`src/rtl/calc_pkg.sv`:
```
// -----------------------------------------------------------------------------
// calc_pkg
// Shared types and constants for the calculator input path.
//   bcd_digit_t  : one packed BCD digit
//   BCD_CORR     : amount taken off a digit after a right shift (reverse double-dabble)
//   BCD_THRESH   : a digit at or above this value needs the correction
//   BCD_MAX      : largest legal BCD digit value
//   conv_state_t : converter FSM states
// -----------------------------------------------------------------------------
package calc_pkg;

  typedef logic [3:0] bcd_digit_t;

  localparam bcd_digit_t BCD_CORR   = 4'd3;
  localparam bcd_digit_t BCD_THRESH = 4'd8;
  localparam bcd_digit_t BCD_MAX    = 4'd9;

  typedef enum logic [1:0] {
    IDLE = 2'd0,
    CONV = 2'd1,
    DONE = 2'd2
  } conv_state_t;

endpackage

```
`src/rtl/bcd2binary_seq_if.sv`:
```
// -----------------------------------------------------------------------------
// bcd2binary_seq_if
// Operand-in / result-out bundle of the BCD-to-binary converter.
//
// Handshake (both directions): a transfer happens on a rising clock edge where
// valid and ready are both 1. The producer holds valid and its data stable
// until that edge; ready may change freely and never depends on valid.
//
//   in_valid/in_ready/bcd_in          : operand from keypad/entry logic
//   out_valid/out_ready/bin_out/flags : result to the ALU operand registers
//   master modport : operand producer + result consumer
//   slave modport  : the converter
// -----------------------------------------------------------------------------
interface bcd2binary_seq_if #(
  parameter int NDIGITS = 5,
  parameter int BIN_W   = 16
);

  logic                   in_valid;
  logic                   in_ready;
  logic [4*NDIGITS-1:0]   bcd_in;
  logic                   out_valid;
  logic                   out_ready;
  logic [BIN_W-1:0]       bin_out;
  logic                   err_digit;
  logic                   overflow;

  modport master (
    output in_valid, bcd_in, out_ready,
    input  in_ready, out_valid, bin_out, err_digit, overflow
  );

  modport slave (
    input  in_valid, bcd_in, out_ready,
    output in_ready, out_valid, bin_out, err_digit, overflow
  );

endinterface

```
`src/rtl/bcd_sub3.sv`:
```
// -----------------------------------------------------------------------------
// bcd_sub3
// Per-digit correction step of reverse double-dabble: after the right shift a
// digit that reads 8 or more has picked up a 16/2 = 8 that should be 10/2 = 5,
// so 3 is taken off.
//   in_i  : digit after the shift
//   out_o : corrected digit
// -----------------------------------------------------------------------------
module bcd_sub3
  import calc_pkg::*;
(
  input  bcd_digit_t in_i,
  output bcd_digit_t out_o
);

  assign out_o = (in_i >= BCD_THRESH) ? bcd_digit_t'(in_i - BCD_CORR) : in_i;

endmodule

```
`src/rtl/bcd2binary_seq.sv`:
```
// -----------------------------------------------------------------------------
// bcd2binary_seq
// Sequential BCD-to-binary converter. An accepted operand is shifted right one
// bit per cycle through a {BCD field, binary field} register for BIN_W cycles;
// after each shift every BCD digit is corrected in parallel. Whatever value is
// left in the BCD field after the last shift is the part of the number that
// did not fit in BIN_W bits, so it doubles as the overflow indicator.
// Operands with an illegal digit skip conversion and report err_digit.
//
// Ports
//   clk     : rising-edge clock
//   rst_n   : asynchronous active-low reset
//   bus     : slave side of bcd2binary_seq_if (operand in, result out)
//   state_o : current FSM state, for observation
// -----------------------------------------------------------------------------
module bcd2binary_seq
  import calc_pkg::*;
#(
  parameter int NDIGITS = 5,
  parameter int BIN_W   = 16
) (
  input  logic                 clk,
  input  logic                 rst_n,
  bcd2binary_seq_if.slave      bus,
  output conv_state_t          state_o
);

  localparam int BCD_W = 4 * NDIGITS;
  localparam int SR_W  = BCD_W + BIN_W;
  localparam int CNT_W = (BIN_W > 1) ? $clog2(BIN_W) : 1;
  localparam logic [CNT_W-1:0] CNT_LAST = CNT_W'(BIN_W - 1);

  conv_state_t       state_q, state_d;
  logic [SR_W-1:0]   sr_q, sr_d;
  logic [SR_W-1:0]   sr_shr;
  logic [SR_W-1:0]   sr_step;
  logic [CNT_W-1:0]  cnt_q, cnt_d;
  logic [BIN_W-1:0]  bin_q, bin_d;
  logic              err_q, err_d;
  logic              ovf_q, ovf_d;
  logic              bad_digit;

  // One conversion step: shift, then correct every BCD digit.
  assign sr_shr = sr_q >> 1;
  assign sr_step[BIN_W-1:0] = sr_shr[BIN_W-1:0];

  for (genvar g = 0; g < NDIGITS; g++) begin : g_digit
    bcd_sub3 u_sub3 (
      .in_i  (sr_shr[BIN_W+4*g +: 4]),
      .out_o (sr_step[BIN_W+4*g +: 4])
    );
  end

  always_comb begin
    bad_digit = 1'b0;
    for (int i = 0; i < NDIGITS; i++) begin
      if (bus.bcd_in[4*i +: 4] > BCD_MAX) bad_digit = 1'b1;
    end
  end

  always_comb begin
    state_d = state_q;
    sr_d    = sr_q;
    cnt_d   = cnt_q;
    bin_d   = bin_q;
    err_d   = err_q;
    ovf_d   = ovf_q;
    unique case (state_q)
      IDLE: begin
        if (bus.in_valid) begin
          if (bad_digit) begin
            bin_d   = '0;
            err_d   = 1'b1;
            ovf_d   = 1'b0;
            state_d = DONE;
          end else begin
            sr_d    = {bus.bcd_in, {BIN_W{1'b0}}};
            cnt_d   = '0;
            state_d = CONV;
          end
        end
      end
      CONV: begin
        sr_d  = sr_step;
        cnt_d = cnt_q + CNT_W'(1);
        if (cnt_q == CNT_LAST) begin
          // Latch from the step being taken this cycle, not from sr_q.
          bin_d   = sr_step[BIN_W-1:0];
          ovf_d   = |sr_step[SR_W-1:BIN_W];
          err_d   = 1'b0;
          state_d = DONE;
        end
      end
      DONE: begin
        if (bus.out_ready) state_d = IDLE;
      end
      default: state_d = IDLE;
    endcase
  end

  always_ff @(posedge clk or negedge rst_n) begin
    if (!rst_n) begin
      state_q <= IDLE;
      sr_q    <= '0;
      cnt_q   <= '0;
      bin_q   <= '0;
      err_q   <= 1'b0;
      ovf_q   <= 1'b0;
    end else begin
      state_q <= state_d;
      sr_q    <= sr_d;
      cnt_q   <= cnt_d;
      bin_q   <= bin_d;
      err_q   <= err_d;
      ovf_q   <= ovf_d;
    end
  end

  assign bus.in_ready  = (state_q == IDLE);
  assign bus.out_valid = (state_q == DONE);
  assign bus.bin_out   = bin_q;
  assign bus.err_digit = err_q;
  assign bus.overflow  = ovf_q;
  assign state_o       = state_q;

endmodule

```
`src/flat_wrapper.sv`:
```
// flat-port wrapper written by rule: the top's interface ports become plain ports
module bcd2binary_seq_flat import calc_pkg::*;
#(
  parameter int NDIGITS = 5,
  parameter int BIN_W   = 16
)
  (clk, rst_n, state_o, bus_in_valid, bus_bcd_in, bus_out_ready, bus_in_ready, bus_out_valid, bus_bin_out, bus_err_digit, bus_overflow);
  bcd2binary_seq_if #(.NDIGITS(NDIGITS), .BIN_W(BIN_W)) bus_i ();
  input  logic clk;
  input  logic rst_n;
  output conv_state_t state_o;
  input wire logic [$bits(bus_i.in_valid)-1:0] bus_in_valid;
  input wire logic [$bits(bus_i.bcd_in)-1:0] bus_bcd_in;
  input wire logic [$bits(bus_i.out_ready)-1:0] bus_out_ready;
  output wire logic [$bits(bus_i.in_ready)-1:0] bus_in_ready;
  output wire logic [$bits(bus_i.out_valid)-1:0] bus_out_valid;
  output wire logic [$bits(bus_i.bin_out)-1:0] bus_bin_out;
  output wire logic [$bits(bus_i.err_digit)-1:0] bus_err_digit;
  output wire logic [$bits(bus_i.overflow)-1:0] bus_overflow;
  assign bus_i.in_valid = bus_in_valid;
  assign bus_i.bcd_in = bus_bcd_in;
  assign bus_i.out_ready = bus_out_ready;
  assign bus_in_ready = bus_i.in_ready;
  assign bus_out_valid = bus_i.out_valid;
  assign bus_bin_out = bus_i.bin_out;
  assign bus_err_digit = bus_i.err_digit;
  assign bus_overflow = bus_i.overflow;
  bcd2binary_seq #(.NDIGITS(NDIGITS), .BIN_W(BIN_W)) u_core (.clk(clk), .rst_n(rst_n), .bus(bus_i), .state_o(state_o));
endmodule
```
`config.mk`:
```
export PLATFORM = sky130hd
export DESIGN_NAME = bcd2binary_seq_flat
export DESIGN_NICKNAME = d
export VERILOG_FILES = /design/src/rtl/calc_pkg.sv /design/src/rtl/bcd2binary_seq_if.sv /design/src/rtl/bcd_sub3.sv /design/src/rtl/bcd2binary_seq.sv /design/src/flat_wrapper.sv
export SDC_FILE = /design/constraint.sdc
export NUM_CORES = 1
export LEC_CHECK = 0
export ABC_CLOCK_PERIOD_IN_PS = 1630
export BUFFER_PORTS_ARGS = -buffer_cell sky130_fd_sc_hd__buf_2
export CAP_MARGIN = 20
export CORE_MARGIN = 3
export CORE_UTILIZATION = 41
export DETAILED_ROUTE_END_ITERATION = 10
export PLACE_DENSITY = 0.69
export SETUP_SLACK_MARGIN = 0.3
export SLEW_MARGIN = 25
export SYNTH_ARGS = -nofsm -noshare
export SYNTH_HDL_FRONTEND = slang
export SYNTH_SLANG_ARGS = --single-unit
export TNS_END_PERCENT = 30
```
`constraint.sdc`:
```
create_clock -name clk -period 1.63 [get_ports clk]
set_input_delay 0.326 -clock clk [delete_from_list [all_inputs] [get_ports clk]]
set_output_delay 0.326 -clock clk [all_outputs]
set_load 0.1 [all_outputs]
```
After elaboration in Yosys (flattened, before gate mapping)
Cells that the tools add are included.
{"block": "op_classes", "magnitude_cmp": 10, "add_sub_neg": 6, "muxes": 33, "n_reduce_logical": 6, "eq_ne": 8}
{"operator": "$mux W36", "n": 2}
{"operator": "$pmux W36 S2", "n": 1}
{"operator": "$mux W16", "n": 3}
{"operator": "$pmux W16 S2", "n": 1}
{"operator": "$mux W4", "n": 7}
{"operator": "$gt A4 B4 Y1 const B", "n": 5}
{"operator": "$reduce_or A20 Y1", "n": 1}
{"operator": "$ge A4 B4 Y1 const B", "n": 4}
{"operator": "$sub A4 B2 Y4 const B", "n": 4}
{"operator": "$mux W1", "n": 11}
{"operator": "$mux W2", "n": 4}
{"operator": "$pmux W4 S2", "n": 1}
{"operator": "$ne A2 B2 Y1 const B", "n": 3}
{"operator": "$pmux W2 S3", "n": 1}
{"operator": "$reduce_and A3 Y1", "n": 2}
{"operator": "$add A4 B1 Y4 const B", "n": 1}
{"operator": "$eq A4 B4 Y1 const B", "n": 1}
{"operator": "$ge A3 B4 Y1 const B", "n": 1}
{"operator": "$ne A2 B1 Y1 const B", "n": 2}
{"operator": "$pmux W1 S2", "n": 2}
{"operator": "$reduce_and A4 Y1", "n": 1}
{"operator": "$sub A3 B2 Y4 const B", "n": 1}
{"operator": "$eq A2 B1 Y1 const B", "n": 1}
{"operator": "$eq A2 B2 Y1 const B", "n": 1}
{"operator": "other kinds (2)", "n": 2}
{"block": "totals", "input_bits": 24, "reg_bits": 60, "out_inout_bits": 22}

Logic depth before layout (Yosys ltp)
Gate-level depths: netlist of the first run.
{"block": "logic_depth", "depth_word": 9, "depth_mapped": 8, "ltp_nobuf": 7}

Modules after synthesis
From an unflattened synthesis of the first run, not the netlist that was laid out.
{"block": "unflattened", "cells_unflattened": 333, "hier_area_um2": 3206.8}
{"module": "bcd2binary_seq", "cells_per_inst": 278, "area_per_inst_um2": 2825.2, "instances": 1}
{"module": "bcd_sub3", "cells_per_inst": 11, "area_per_inst_um2": 76.3, "instances": 5}

Worst setup path before layout of the first run
No wires, ideal clock.
{"block": "synth_path", "path_kind": "register to register", "from": "register u_core.state_q[0] (netlist: u_core.state_o[0])", "to": "register u_core.err_q (netlist: u_core.bus.err_digit)", "n_path_buf": 3, "t_arrival_ns": 3.112, "setup_time_ns": 0.073, "stages_incl_launch_ff": 8, "slack_ns": -1.555, "path_cell_list": "dfrtp_1 -> buf_2 -> nor2_1 -> a311o_1 -> buf_6 -> buf_6 -> nand2_1 -> nand2_1"}
{"block": "synth_via", "elab_chain_cells": 3, "elab_cells_between_ends": 8, "classes_between": "eq/ne (4); mux (1); reduce/logical (3)"}
{"element": "start: declaration", "line_no": "bcd2binary_seq.sv:33", "source": "conv_state_t state_q, state_d;"}
{"element": "start signal: assignment", "line_no": "bcd2binary_seq.sv:110", "source": "state_q <= state_d;"}
{"element": "$logic_not A2 Y1 *"}
{"element": "net bus_in_ready", "line_no": "flat_wrapper.sv:15", "source": "output wire logic [$bits(bus_i.in_ready)-1:0] bus_in_ready;"}
{"element": "$ne A2 B1 Y1 (no line) (tied with other cells)"}
{"element": "$reduce_and A4 Y1 (no line)"}
{"element": "end signal: assignment", "line_no": "bcd2binary_seq.sv:114", "source": "err_q <= err_d;"}
{"element": "end: declaration", "line_no": "bcd2binary_seq.sv:39", "source": "logic err_q, err_d;"}
The timed path passes the listed nets; every way through them passes the cells marked *.
A chain may end at the register's enable or synchronous reset.

Worst setup path after layout of the first run
{"block": "layout_path", "from": "register u_core.state_q[0] (netlist: u_core.state_o[0])", "to": "output bus_out_valid"}
{"block": "layout_via", "elab_chain_cells": 1}
{"element": "$eq A2 B2 Y1", "line_no": "bcd2binary_seq.sv:120", "source": "assign bus.out_valid = (state_q == DONE);"}
{"element": "end: declaration", "line_no": "flat_wrapper.sv:16", "source": "output wire logic [$bits(bus_i.out_valid)-1:0] bus_out_valid;"}
No other way between the ends.

==> results of run 1 <==
==> report_power, final <==
part	switching [mW]	internal, mW	total [mW]
Sequential	0.351	1.81	2.16
Clock	0.643	0.901	1.54
Combinational	1.63	1.45	3.08
==> state kept, by name, indices dropped and copies added, names as in the netlist <==
register,cells
u_core.bus.bin_out,16
u_core.bus.err_digit,1
u_core.bus.overflow,1
u_core.cnt_q,4
u_core.sr_q,35
u_core.state_o,2
==> layout by cell type (no fill, tap or decap), types with 2 or more instances in the layout <==
cell        synthesis  final
dfrtp_1            59     57
buf_4               0     51
a22o_1             33     33
nand2_1            30     29
buf_6               3     23
buf_2              10     23
o21ai_1             5     18
o21ai_0            26     13
inv_1              11     10
a21oi_1            11     10
clkbuf_8            0     10
buf_12              0     10
buf_8               0      9
xnor2_1             8      8
nand3b_1            7      7
ha_1                9      7
nor3_1              6      5
nand3_1             6      5
nor2b_1             6      5
nor2_1              7      5
mux2i_1             4      4
a31oi_1             6      4
o211ai_1            4      4
o221ai_1            3      3
nor2_4              0      2
clkinv_4            0      2
nand2_2             1      2
nor2b_4             1      2
a31oi_4             0      2
clkinvlp_4          0      2
bufinv_16           0      2
clkbuf_16           0      2
dfrtp_4             0      2
==> metal layers <==
metal / wire [um] / track usage (%) / share of wire, % / vias up
li1: - / - / - / 1253
met5: 0 / 0 / 0 / -
met3: 572 / 5.50 / 6.4 / 18
met2: 4590 / 34.3 / 51 / 99
met1: 3630 / 28.0 / 40 / 1354
met4: 205 / 6.12 / 2.3 / 0
==> cell type report <==
cell class                      count  area [um^2]
Clock buffer                       10          138
Clock inverter                      6         88.8
Sequential cell                    59         1480
Tap cell                           96          120
Fill cell                         519         2400
Inverter                           12         50.0
Timing Repair Buffer              120         1180
Multi-Input combinational cell    191         1410
==> logic make-up after synthesis <==
family,count (synthesis)
compound gates,95
xor+xnor,8
fa+ha+maj,9
buf+inv,35
flops,59
mux,5
simple gates,74
==> per-stage QoR <==
step / utilization (%) / worst slack, ns / hold WS, ns
floorplan: - / -0.411 / 0.0304
global placement: 53.5 / -0.176 / 0.250
detailed placement: 53.5 / -0.207 / 0.268
CTS: 61.9 / -0.0642 / 0.241
global route: 65.1 / -0.157 / 0.239
finish: 65.1 / -0.0727 / 0.253
==> cells in the mapped netlist (7+ instances only) <==
cell type  number  area [um^2]
a22o_1         33          289
nor2_1          7         26.3
ha_1            9          113
clkbuf_1       10         37.5
inv_1          11         41.3
o21ai_0        26          130
xnor2_1         8         70.1
nand3b_1        7         52.6
nand2_1        30          113
dfrtp_1        59         1480
buf_2          10         50.1
a21oi_1        11         55.1
==> final timing paths <==
check	endpoint	slack (ns)	depth (start not counted)
min in group asynchronous	u_core.cnt_q[3]	0.40	2
worst min-delay path	u_core.state_o[1]	0.25	2
worst max-delay path	bus_out_valid	-0.07	4
max in group asynchronous	u_core.state_o[1]	0.68	3
worst min register to register	u_core.sr_q[1]	0.52	1
worst max register to register	u_core.bus.bin_out[4]	-0.05	5
==> timing repair <==
| item | in CTS | in global routing |
|---|---|---|
| hold endpoints to repair | 9 | 0 |
| cloned | 3 | 2 |
| hold buffers | 1 | 0 |
| gates resized for setup | 67 | 35 |
| buffers inserted | 11 | 4 |
| pin swaps | 16 | 31 |
| endpoints found under the setup margin | 79 | 70 |
==> metrics.txt, run 1 <==
simple-gate share of the synthesized area=13.5%; CP Launch Point=u_core.state_o[0]; final period utilization=104%; Clock Latency Late Sink=about 0.36 ns; clock root buffer=clkbuf_8; cell count after placement=about 460; PD cells=between 1500 and 2000 nW/um^2; largest family of logic cells by synthesized area=compound AO/OA/AOI/OAI gates; Unique masters post-synth=41; detail-routed via count per cell=5.51; core area=approximately 6900 um^2; R2R Path Start=u_core.state_o[0]; critical setup path kind=flip-flop to output port; GRT overflow=0; post-route ant nets=0; die height=90.7 um; Hold Violations, Final=0; # port buffers=between 40 and 50; CP Max Fanout=5; Primary FF master, synth=dfrtp_1; Slew headroom=roughly three quarters; clk sinks=59; row count=30; DRC Markers=0; Initial Util=between 40% and 50%; Post-Synth XOR/XNOR Area=approximately 2.4%; P_leak=between 2 and 2.5 nW; post-synth net total=around 320; Post-synth ARST share=100%; Syn. warnings=0; layout cells sized above 1=a little under 40%; fmax=0.587 GHz; status=complete, but fails checks; RePlAce Congestion=0.893; Synth Area in Compound Gates=22.5%; proportion of synthesized area in mux cells=around 1.8%; fin. max-slew vios=0; critical path's largest stage delay=0.49 ns; vias=approximately 2700; Synth Area in Adders=3.83%; die width=90.7 um; initial antenna violation count=0; synthesized flop and latch total=between 50 and 60; final instance area=4470 um^2; Final setup viols=16; Clock Skews=about 0.013 ns; reported max-cap violation count=0; GRT Resource Usage Total=21.2%; vias in the first global route=about 2600; dpl hpwl=between 5000 and 6000 um; initial drt markers=258; final setup margin=-0.0727 ns; register area share after synthesis=between 50% and 60%; TritonCTS buffer count=9; routed length per instance=18.2 um; Max Buffers Root-to-Sink=2; Ports=46; number of synthesized flops with an enable pin=0; startpoint types=flip-flop; peak supply drop=0.762 mV; Antenna Cells=0; CTS tree=yes; fin crit period=about 1.7 ns; die area=roughly 8200 um^2; Worst EP required=~1.3 ns; area grow syn2layout=52.1%; nets=between 400 and 500; Mapped Avg Cell Area=10.3 um^2; Pwr Total=slightly below 7 mW; CP Capture Type=output port; Worst Path Buf+Inv=3; Worst-Margin Slew=about 0.38 ns; largest net degree at the start of global routing=26; placed instance area=between 3000 and 4000 um^2; Post-Syn Instances=~290; fin cells=between 400 and 500; Hold Path Class=primary input to flip-flop; DRT Pass-1 Iters=4; Worst path top cell family by delay=flip-flops; Setup TNS Final=-0.385 ns; H-tree levels=3; HP Start=bus_out_ready; clock-pin slew on the worst setup and hold paths=around 0.07 ns; crit-path cells=buf_6 -> buf_8 -> nor2_4 -> buf_12; Mapped Area=slightly below 3000 um^2; RSZ-0062 raised after global routing=true; Slowest-stage cell, CP=dfrtp_4; WL final=approximately 9000 um; first-pass GRT wire length=between 10000 and 15000 um; failing checks=setup timing; CP arrival=roughly 1.4 ns
Note: power is estimated with default switching activity, not from simulation.
==> run 2: changes to the inputs <==
Settings changed: SYNTH_HIERARCHICAL set to 1.
==> run 2 against run 1 <==
- the run still ends with setup timing left
- register-to-register slack got worse by 0.14 ns
- first-iteration DRC count decreased by 47%
- critical path depth increased by 4
- final cell count increased by 9.7%
- global-route usage increased by 1.9 points
- worst hold slack got worse by 0.10 ns
- sequential share of layout area decreased by 3.9 points
- non-clock buffer count decreased by 4
- worst setup slack got worse by 0.12 ns
- wire length increased by 12%
- maximum frequency decreased by 6.4%
- total power increased by 4.4%
==> metrics.txt, run 2 <==
status=complete, but fails checks; failing checks=setup timing; synth top area cells=dfrtp_1 46%, a22o_1 4.9%, nor4_1 4.9%, a211oi_1 4.7%, nand2b_1 4.5%; Setup TNS Final=-0.230 ns (+0.156 ns); Clock Skews=0.00607 ns (-0.00674 ns); commonest cells after routing, fill and taps aside=57 x dfrtp_1, 50 x buf_4, 23 x buf_2, 23 x buf_6, 22 x nor2_1; detail-routed via count per cell=5.69 (+3.1%); Hold Violations, Final=0 (unchanged); final instance area=5070 um^2 (+13%); GRT Resource Usage Total=23.0% (+1.9 points); RSZ-0062 raised after global routing=true; vias in the first global route=3219 (+23%); CP Max Fanout=3 (-2); most frequent cells after synthesis=59 x dfrtp_1, 25 x nor4_1, 24 x nor2_1; cell count after placement=500 (+9.4%); peak supply drop=0.555 mV (-27%); fmax=0.550 GHz (-6.4%); reported max-cap violation count=0 (unchanged); initial drt markers=136 (-47%); vias=3082 (+13%); clock root buffer=clkbuf_8; Final setup viols=2 (-14); Worst EP required=1.86 ns (+0.56 ns); core area=7410 um^2 (+7.9%); WL final=10000 um (+12%); CTS tree=yes; worst slack, placed=-0.228 ns (-0.0206 ns); DRC Markers=0 (unchanged); clk sinks=59 (unchanged); register area share after synthesis=46.0% (-4.2 points); Mapped Area=3210 um^2 (+9.2%); Ports=46 (unchanged); startpoint types=flip-flop; Initial Util=43.3% (+0.52 points); most common library cell in the layout ignoring fill and taps=dfrtp_1; TritonCTS buffer count=9 (unchanged); RePlAce Congestion=0.826 (-7.4%); Pwr Total=7.08 mW (+4.4%); Antenna Cells=0 (unchanged); die height=94.4 um (+4.2%); Mapped Avg Cell Area=9.63 um^2 (-6.6%); area grow syn2layout=58.1%; fin. max-slew vios=0 (unchanged); Reg2Reg Depth=8 (+3); fin cells=542 (+9.7%); synthesized flop and latch total=59 (unchanged); CP arrival=2.05 ns (+0.67 ns); CP Capture Type=flip-flop; worst hold slack=0.152 ns (-0.101 ns); Syn. warnings=6 (+6); DRT Pass-1 Iters=4 (unchanged); GRT overflow=0 (unchanged); final setup margin=-0.189 ns (-0.116 ns); clock-pin slew on the worst setup and hold paths=0.07 ns (about the same); number of synthesized flops with an enable pin=0 (unchanged); P_leak=2.16 nW (+3.0%); first-pass GRT wire length=15800 um (+16%); Unique masters post-synth=38 (-7.3%); # fillers=520 (+0.19%); final period utilization=112% (+7.1 points); critical setup path kind=flip-flop to flip-flop; die width=94.4 um (+4.2%); die area=8920 um^2 (+8.5%); most common cell in the netlist=dfrtp_1; cell taking the most area after synthesis=dfrtp_1; Biggest register=u_core/sr_q; row count=31 (+3.3%); # port buffers=45 (unchanged); dpl hpwl=5770 um (+7.5%); Max Buffers Root-to-Sink=2 (unchanged); initial antenna violation count=0 (unchanged); nets=474 (+11%); post-route ant nets=0 (unchanged); Post-synth ARST share=100% (unchanged); fin crit period=1.82 ns (+0.116 ns); Core Util, Final=68.5% (+3.4 points); routed length per instance=18.5 um (+1.7%); H-tree levels=3 (unchanged); Hold Path Class=primary input to flip-flop; layout cells sized above 1=46.3% (+6.6 points); PD cells=1400 nW/um^2 (-7.9%); worst hold stages=2 (unchanged); Clock Latency Late Sink=0.35 ns (about the same); Primary FF master, synth=dfrtp_1; Post-Syn Instances=333 (+17%); largest net degree at the start of global routing=60 (+130%); Synth top area share=46.0% (-4.2 points); placed instance area=3980 um^2 (+8.2%); max FFs per register=35 (unchanged)
[run 2: cell types whose count changed after synthesis, sizes merged, moves of 17 or more]
cell and change:
nor4 +24, nand2b +23, nand2 -22, a22oi +17, nor2 +18, a211oi +19
o22ai +20
[run 2: logic make-up after synthesis]
group                      count (synthesis)  share of synthesized area [%]
other                                      1                          0.117
AOI/OAI and AO/OA                        114                           24.9
adders and majority gates                 11                           4.29
buffers and inverters                     39                           4.99
and+or+nand+nor                           97                           16.3
muxes                                      2                          0.663
DFF                                       59                           46.0
xor gates and xnor gates                  10                           2.73
[run 2: layout make-up]
| cell class | instances | area [um^2] | share of cell area (%) |
|---|---|---|---|
| Sequential cell | 59 | 1480 | 29.3 |
| Inverter | 14 | 57.6 | 1.13 |
| Clock inverter | 5 | 30.0 | 0.592 |
| Timing Repair Buffer | 116 | 1160 | 23.0 |
| Tap cell | 99 | 124 | 2.44 |
| Multi-Input combinational cell | 239 | 2070 | 40.9 |
| Clock buffer | 10 | 138 | 2.71 |
[run 2: repair_timing]
| item | CTS | global route |
|---|---|---|
| endpoints found under the setup margin | 77 | 65 |
| hold endpoints to repair | 59 | 0 |
| hold buffers | 1 | 0 |
| pin swaps | 26 | 36 |
| resized for setup | 106 | 40 |
| buffers inserted | 10 | 11 |
| cloned | 4 | 1 |
[run 2: report_power, final]
part | switching (mW) | total [mW] | leakage, nW | internal (mW)
clock network | 0.607 | 1.18 | 0.0839 | 0.575
logic | 2.06 | 3.64 | 1.36 | 1.58
registers | 0.443 | 2.26 | 0.720 | 1.82
[run 2: final timing paths]
| path | start | to | slack [ns] |
|---|---|---|---|
| min reg2reg | u_core/bus.bin_out[10] | u_core/bus.bin_out[10] | 0.52 |
| max | u_core/sr_q[29] | u_core/bus.overflow | -0.19 |
| max reg2reg | u_core/sr_q[29] | u_core/bus.overflow | -0.19 |
| min | bus_out_ready | u_core/state_o[1] | 0.15 |
| min in group asynchronous | rst_n | u_core/bus.bin_out[2] | 0.51 |
| max in group asynchronous | rst_n | u_core/state_o[0] | 0.80 |
[run 2: metal layers]
| layer | global-route usage (%) | part of all wire, % |
|---|---|---|
| met1 | 28.1 | 42 |
| met2 | 39.5 | 52 |
| met3 | 4.94 | 3.9 |
| met4 | 9.39 | 1.7 |
| met5 | 0 | 0 |
[run 2: critical path, stage by stage (launching register included)]
cell	delay [ns]
dfrtp_1	0.42
buf_6	0.13
buf_4	0.12
buf_4	0.14
xor2_2	0.15
nor4_2	0.24
and3_1	0.22
nand3_2	0.08
a22o_1	0.20
